File: src/rtl/regfile_pkg.sv
// regfile_pkg: shared register-file constants and requester indices
package regfile_pkg;
  localparam int RF_ADDR_W = 5;
  localparam int RF_DATA_W = 32;
  localparam logic [4:0] REG_ZERO = 5'd0;
  localparam logic [4:0] REG_SP = 5'd29;
  localparam logic [31:0] SP_RESET = 32'h000000FC;
  localparam int REQ_ALU = 0;
  localparam int REQ_LOAD = 1;
  localparam int REQ_MULDIV = 2;
endpackage

File: src/rtl/regfile_write_scheduler_rr_arbiter.sv
// rr_arbiter: one-hot round-robin grant searched from ptr+1, pointer follows the winner
module rr_arbiter #(
  parameter int NUM_REQ = 3,
  parameter int PW = (NUM_REQ > 1) ? $clog2(NUM_REQ) : 1
) (
  input  logic               clock,
  input  logic               reset,
  input  logic [NUM_REQ-1:0] valid,
  output logic [NUM_REQ-1:0] grant,
  output logic [PW-1:0]      winner,
  output logic               accept
);
  logic [PW-1:0] ptr;
  always_comb begin
    logic [PW:0] sum;
    logic [PW-1:0] idx;
    grant = '0;
    winner = '0;
    accept = 1'b0;
    sum = '0;
    idx = '0;
    for (int k = 1; k <= NUM_REQ; k++) begin
      sum = {1'b0, ptr} + (PW+1)'(k);
      idx = (sum >= (PW+1)'(NUM_REQ)) ? PW'(sum - (PW+1)'(NUM_REQ)) : PW'(sum);
      if (!accept && valid[idx]) begin
        grant[idx] = 1'b1;
        winner = idx;
        accept = 1'b1;
      end
    end
  end
  always_ff @(posedge clock or posedge reset)
    if (reset) ptr <= PW'(NUM_REQ - 1);
    else if (accept) ptr <= winner;
endmodule

File: src/rtl/regfile_write_scheduler.sv
// regfile_write_scheduler: arbitrates writebacks onto the register-file write port
// and tracks outstanding destinations to stall decode on RAW/WAW hazards.
module regfile_write_scheduler
  import regfile_pkg::*;
#(
  parameter int NUM_REQ = 3,
  parameter int ADDR_W = RF_ADDR_W,
  parameter int DATA_W = RF_DATA_W
) (
  input  logic                      clock,
  input  logic                      reset,
  input  logic [NUM_REQ-1:0]        req_valid,
  input  logic [NUM_REQ*ADDR_W-1:0] req_addr,
  input  logic [NUM_REQ*DATA_W-1:0] req_data,
  output logic [NUM_REQ-1:0]        req_ready,
  output logic                      wr_enable,
  output logic [ADDR_W-1:0]         wr_address,
  output logic [DATA_W-1:0]         wr_data,
  output logic [2:0]                grant_id,
  input  logic                      issue_valid,
  input  logic [ADDR_W-1:0]         issue_dest,
  input  logic [ADDR_W-1:0]         rs_addr,
  input  logic [ADDR_W-1:0]         rt_addr,
  output logic                      hazard_stall
);
  localparam int PW = (NUM_REQ > 1) ? $clog2(NUM_REQ) : 1;
  localparam int NREG = 1 << ADDR_W;
  localparam logic [ADDR_W-1:0] ZERO = ADDR_W'(REG_ZERO);
  logic [PW-1:0] winner;
  logic accept;
  logic [ADDR_W-1:0] sel_addr;
  logic [DATA_W-1:0] sel_data;
  logic [NREG-1:0] busy, set_mask, clr_mask;
  rr_arbiter #(.NUM_REQ(NUM_REQ), .PW(PW)) u_arb (
    .clock(clock), .reset(reset), .valid(req_valid),
    .grant(req_ready), .winner(winner), .accept(accept)
  );
  always_comb begin
    sel_addr = '0;
    sel_data = '0;
    for (int i = 0; i < NUM_REQ; i++)
      if (req_ready[i]) begin
        sel_addr = req_addr[i*ADDR_W +: ADDR_W];
        sel_data = req_data[i*DATA_W +: DATA_W];
      end
  end
  assign hazard_stall = (rs_addr != ZERO && busy[rs_addr]) |
                        (rt_addr != ZERO && busy[rt_addr]) |
                        (issue_dest != ZERO && busy[issue_dest]);
  assign set_mask = (issue_valid && !hazard_stall && issue_dest != ZERO) ? NREG'(1) << issue_dest : '0;
  assign clr_mask = (accept && sel_addr != ZERO) ? NREG'(1) << sel_addr : '0;
  // set applied after clear: a same-edge reissue is a newer reservation
  always_ff @(posedge clock or posedge reset)
    if (reset) busy <= '0;
    else busy <= (busy & ~clr_mask) | set_mask;
  always_ff @(posedge clock or posedge reset)
    if (reset) begin
      wr_enable <= 1'b0;
      wr_address <= '0;
      wr_data <= '0;
      grant_id <= '0;
    end else begin
      wr_enable <= accept && sel_addr != ZERO;
      if (accept) begin
        wr_address <= sel_addr;
        wr_data <= sel_data;
        grant_id <= 3'(winner);
      end
    end
endmodule
File: config.mk
export PLATFORM = sky130hd
export DESIGN_NAME = regfile_write_scheduler
export DESIGN_NICKNAME = d
export VERILOG_FILES = /design/src/rtl/regfile_pkg.sv /design/src/rtl/regfile_write_scheduler_rr_arbiter.sv /design/src/rtl/regfile_write_scheduler.sv
export SDC_FILE = /design/constraint.sdc
export NUM_CORES = 1
export LEC_CHECK = 0
export ABC_AREA = 1
export BUFFER_PORTS_ARGS = -buffer_cell sky130_fd_sc_hd__buf_2
export CORE_MARGIN = 2
export CORE_UTILIZATION = 50
export CTS_CLUSTER_SIZE = 25
export DETAILED_ROUTE_END_ITERATION = 7
export GPL_ROUTABILITY_DRIVEN = 0
export PLACE_DENSITY = 0.84
export SYNTH_ARGS = -nofsm -noshare
export SYNTH_HDL_FRONTEND = slang
export SYNTH_SLANG_ARGS = --single-unit
File: constraint.sdc
create_clock -name clock -period 4 [get_ports clock]
set_input_delay 0.8 -clock clock [delete_from_list [all_inputs] [get_ports clock]]
set_output_delay 0.8 -clock clock [all_outputs]
set_load 0.02 [all_outputs]
# == Word-level counts from Yosys, hierarchy flattened ==
# Index checks and enable logic that the tools add are counted.
# word_totals
regBits,74
# classes
muxes,38
shift,2
magnitude_cmp,12
addsub,6
bitwise_logic,7
n_reduce_logical,18
# op_table
op,count
$mux W32,5
$shl A1 B5 Y32 const A,2
$and A32 B32 Y32,1
$not A32 Y32,1
$or A32 B32 Y32,1
$reduce_bool A5 Y1,4
$lt A5 B6 Y1 const B,3
$bmux W1 S5,3
$mux W5,3
$mux W1,12
$mux W2,6
$logic_and A1 B1 Y1,11
$ge A3 B2 Y1 const B,3
$lt A2 B3 Y1 const B,3
$mux W3,3
$add A2 B2 Y3 const B,2
$bmux W1 S2,3
$demux W1 S2,3
$ge A2 B1 Y1 const B,3
$or A3 B3 Y3,2
$sub A2 B2 Y2 const B,3
$add A2 B1 Y3 const B,1
$logic_not A1 Y1,3
$or A1 B1 Y1,2

# == Depth between registers and ports, before layout ==
# depth
word_depth,21
mapped_depth,21

# == Cells and area by module ==
# A second synthesis with hierarchy kept.
# hier_totals
cells_unflattened,883
area_unflattened_um2,5781.8
# modules_own_cells
mod,area_each_um2,n_inst,cells_each
regfile_write_scheduler,5306.3,1,815
rr_arbiter,475.5,1,68

# == Worst setup path after synthesis ==
# OpenSTA, ideal clock, no wires.
# synth_timing
kind,flip-flop to output port
startpoint,register u_arb.ptr[1]
endpoint,output req_ready[2]
slack_ns,1.135
arrival_time_ns,2.065
stages_incl_launch_ff,12
cell_sequence,dfstp_2 > inv_1 > ha_1 > inv_2 > nand2_1 > nand3_1 > nand3_2 > nor2_8 > nand2_1 > nand2_2 > buf_2 > buf_2
# synth_between
elab_chain_len,12
elab_cells_between_ends,44
classes_between,add/sub (6); order compare (9); mux (20); bitwise (2); reduce/logical (7)
# synth_lines
element,line,rtl
"start, declared",regfile_write_scheduler_rr_arbiter.sv:13,logic [PW-1:0] ptr;
"start signal, assigned",regfile_write_scheduler_rr_arbiter.sv:33,if (reset) ptr <= PW'(NUM_REQ - 1);
"start signal, assigned",regfile_write_scheduler_rr_arbiter.sv:34,else if (accept) ptr <= winner;
$add A2 B1 Y3,regfile_write_scheduler_rr_arbiter.sv:23,"sum = {1'b0, ptr} + (PW+1)'(k);"
$ge A3 B2 Y1 or $sub A2 B2 Y2 (tied branches),regfile_write_scheduler_rr_arbiter.sv:24,idx = (sum >= (PW+1)'(NUM_REQ)) ? PW'(sum - (PW+1)'(NUM_REQ)) : PW'(sum);
$mux W2,regfile_write_scheduler_rr_arbiter.sv:24,
$lt A2 B3 Y1 (implied by the code) (tied with other cells),regfile_write_scheduler_rr_arbiter.sv:26,grant[idx] = 1'b1;
$logic_and A1 B1 Y1 (implied by the code) or $mux W1 (tied branches),"regfile_write_scheduler_rr_arbiter.sv:26, regfile_write_scheduler_rr_arbiter.sv:25",
"$mux W1, on equally long branches","regfile_write_scheduler_rr_arbiter.sv:26, regfile_write_scheduler_rr_arbiter.sv:25",
$demux W1 S2 or $logic_not A1 Y1 (tied branches),-,
$mux W3 or $logic_and A1 B1 Y1 (tied branches),regfile_write_scheduler_rr_arbiter.sv:25,if (!accept && valid[idx]) begin
$or A3 B3 Y3 (no line) or $mux W1 (tied branches),-,
$mux W3 or $logic_not A1 Y1 (tied branches),regfile_write_scheduler_rr_arbiter.sv:25,
$or A3 B3 Y3 (no line) or $logic_and A1 B1 Y1 (tied branches),-,
$mux W3 (*),regfile_write_scheduler_rr_arbiter.sv:25,
"end, declared",regfile_write_scheduler.sv:15,"output logic [NUM_REQ-1:0] req_ready,"
# Mark *: on every way between the ends. The rest lies on a longest branch, timed or not. The select of a mux whose other input is x is not followed.

# == Worst setup path in the final report ==
# Same ends and word-level chain as after synthesis.

==> summary.txt <==
Run status
  • Status: finished clean

Routing
  • Initial DRC count: 604
  • Vias per inst: ~5.7
  • Routed WL: 16.5 mm
  • Avg WL per Cell: 15.7 µm
  • DRT Pass-1 Iters: 6
  • ANT nets after route: 0
  • Via count: 6011
  • DRC viols: 0

Yosys
  • Post-synth ARST share: 1.00
  • Yosys warns: 0
  • Xor-xnor portion of the synthesized cell area: 0
  • Synth top cells by count: nand2_1, o21ai_0, nand3_1
  • Ys flop type: dfrtp_1
  • Synth Area in Adders: 0.0143
  • Synth unique cells: 33
  • Post-synthesis sequential area ratio: 0.349
  • Post-synth EDFFs: 0
  • Main combinational cell family by area after synthesis: simple AND/OR/NAND/NOR gates
  • Synth Cell Area: ~0.0052 mm²
  • Syn nets: roughly 900
  • Mean post-synth cell area: 6.84 µm²
  • Synthesized instance count: ~770
  • #FFs+latches synth: 73
  • Most common cell in the netlist: nand2_1
  • Mux cell area share after synthesis: 0
  • Top post-synthesis cells by area: dfrtp_1, nand2_1, o21ai_0, nand3_1, a21oi_1
  • Post-Synth Simple-Gate Area: 0.331
  • Share of the synthesized area in the top cell type: 0.344
  • Area fraction in compound gates after synthesis: 0.196
  • Leading area contributor after synthesis: dfrtp_1

Setup path
  • Critical path capture point type: output port
  • CP startpoint: u_arb.ptr[1]$_DFFE_PP1P_
  • Crit path buf inv count: 4
  • Worst reg2reg path startpoint: u_arb.ptr[1]$_DFFE_PP1P_
  • CP Data Required Time: 3200 ps
  • Register-to-Register Path Depth: 17
  • Worst R2R Setup Slack: 370 ps
  • Critical path arrival: 2980 ps
  • CP max stage delay: 540 ps
  • CP cell instances: inv_1 > ha_1 > inv_2 > nand2_1 > nand3_2 > nand2_4 > nand2_4 > nor2_8 > nand2_1 > nand2_2 > buf_4 > buf_2
  • CP top delay family: simple AND/OR/NAND/NOR gates
  • CP endpoint: req_ready[2]
  • CP Max Fanout: 24
  • Worst Setup Path Type: reg -> out
  • Critical path depth: 12
  • FF-to-FF End: busy[16]$_DFF_PP0_
  • Slowest CP cell: dfstp_2
  • Crit start category: flip-flop

Clock tree
  • Postcts setup bufs: 0
  • Post-CTS sizing: 0
  • Clock Latency Late Sink: 350 ps
  • CTS tree: done
  • Cts bufs inserted: 9
  • CTS H-tree depth: 3
  • Clock root buffer: clkbuf_8
  • CTS Buffer Depth: 2
  • Clk slew on worst S/H paths: 80 ps
  • Post-cts hold buffer count: 0
  • CTS sink cnt: 73

Power and ir drop
  • P_sw: 3810 µW
  • Logic pwr share: 0.695
  • Sw Share: 0.574
  • Flop pwr share: 0.210
  • Static Leak: about 0.0033 µW
  • Pint: 2820 µW
  • Maximum vdd drop: 0.000651 V
  • PwrDens: 1050 mW/mm²
  • Clock Power Share: 0.094

GRT
  • Gr usage total: 0.301
  • Vias in the first global route: 5598
  • Total gr overflow: 0
  • Pin count of the biggest net entering global routing: 48
  • Initial antenna violation count: 0
  • First-pass GRT wire length: between 20 and 30 mm

Placement
  • Placement Setup Slack: 461 ps
  • Placed Cells: a little over 1000
  • IO Port Bufs: about 180
  • DP HPWL: approximately 12 mm

Timing
  • Final Skew: 8.11 ps
  • RSZ-0062 raised after global routing: false
  • Achievable Freq: 264 MHz
  • Final Hold Violating Endpoints: 0
  • Min cycle time layout: 3780 ps
  • Worst-Margin Slew: 739 ps
  • Final setup margin: 219 ps
  • Setup TNS: 0 ps
  • Tcrit/Tclk final: 0.945
  • Slew HR: 0.507
  • Final Max Slew Viols: 0
  • Final setup violation count: 0

Min path
  • Hold Crit Class: reg -> reg

Flow run
  • MaxCap Viol Count: 0

Final layout
  • Final #Nets: between 1000 and 1500
  • Area growth syn-to-layout: 20.1%
  • Layout cells sized above 1: 0.258
  • Antenna cells: 0
  • Final cell count without fillers: 1054

Floorplanning
  • Core area: 0.0102 mm²
  • Initial core utilization: 0.512
  • Site row count: 37
  • Die height: 106 µm
  • I/O pin count: 177
  • Die span in x: 106 µm
  • Die area: about 0.011 mm²
-- per-layer routing --
layer	routed length, µm	global-route usage	share of wire	vias to the layer above
li1	-	-	-	2855
met1	6670	0.400	0.40	2725
met2	7670	0.487	0.46	371
met3	1650	0.0570	0.10	60
met4	554	0.110	0.033	0
met5	0	0	0	-
-- state kept, by name (all words and copies together) (netlist names) --
register and flops:
busy 32, wr_data 32, wr_address 5, u_arb.ptr 2, grant_id 1, wr_enable 1
-- placed cells by master, fill, tap and decap left out, types with 5 or more instances in the layout --
cell type    n
a21oi_1     57
a22oi_1      8
buf_2      175
buf_4        8
clkbuf_8     9
dfrtp_1     72
ha_1         6
inv_1       73
inv_2        8
nand2_1    168
nand2_2      5
nand2_4      6
nand3_1    106
nand4_1     27
nor2_1      37
nor2_4       5
o211ai_1     5
o21ai_0    111
-- worst min-delay path by stage --
stage                                    end                from  slack (ps)  cells after the start
after floorplan           busy[10]$_DFF_PP0_  busy[10]$_DFF_PP0_         440                      2
after global placement     busy[0]$_DFF_PP0_   busy[0]$_DFF_PP0_         400                      0
after detailed placement   busy[0]$_DFF_PP0_   busy[0]$_DFF_PP0_         400                      0
after CTS                  busy[0]$_DFF_PP0_   busy[0]$_DFF_PP0_         420                      0
after global routing       busy[0]$_DFF_PP0_   busy[0]$_DFF_PP0_         430                      0
final                      busy[0]$_DFF_PP0_   busy[0]$_DFF_PP0_         410                      0
-- power by group through the flow --
| stage | Clock, µW | Combinational, µW | Sequential, µW |
|---|---|---|---|
| 3_5_place_dp | 0 | 4570 | 1380 |
| 6_report | 626 | 4610 | 1390 |
| 4_1_cts | 633 | 4570 | 1380 |
| 5_1_grt | 666 | 5140 | 1420 |
| 2_1_floorplan | 0 | 3390 | 1540 |
| 3_3_place_gp | 0 | 4490 | 1380 |
-- logic make-up after synthesis --
| kind of cell | Yosys count |
|---|---|
| and+or+nand+nor | 367 |
| other | 1 |
| AOI/OAI and AO/OA | 190 |
| DFF | 73 |
| buffers and inverters | 128 |
| adders and majority gates | 6 |
-- worst register-to-register path, stage by stage (launching register included) --
cell and delay (ps):
dfstp_2 540, inv_1 90, ha_1 420, inv_2 110, nand2_1 120, nand3_2 100, nand2_4 120, nand2_4 80
nor2_8 100, nand2_1 70, nand2_2 300, inv_2 370, o21ai_2 650, nand2_1 150, nor2_2 130, nand2_1 70
nand2_1 60, nand2_1 50
-- per-stage QoR --
step	util	hold WS [ps]	total power, µW	area [µm²]
after floorplan	-	442	4930	5240
after global placement	0.595	403	5870	6090
after detailed placement	0.595	396	5950	6090
after CTS	0.615	417	6580	6290
after global routing	0.615	434	7230	6290
final	0.615	413	6630	6290
-- cell type report --
type	count	area, µm²
clock inverters	3	65.1
well taps	136	170
flip-flops and latches	73	1830
inverters	82	310
fillers	946	3940
multi-input cells	564	2840
clock buffers	13	139
repair buffers	183	936
Note: power is estimated with default switching activity, not from simulation.
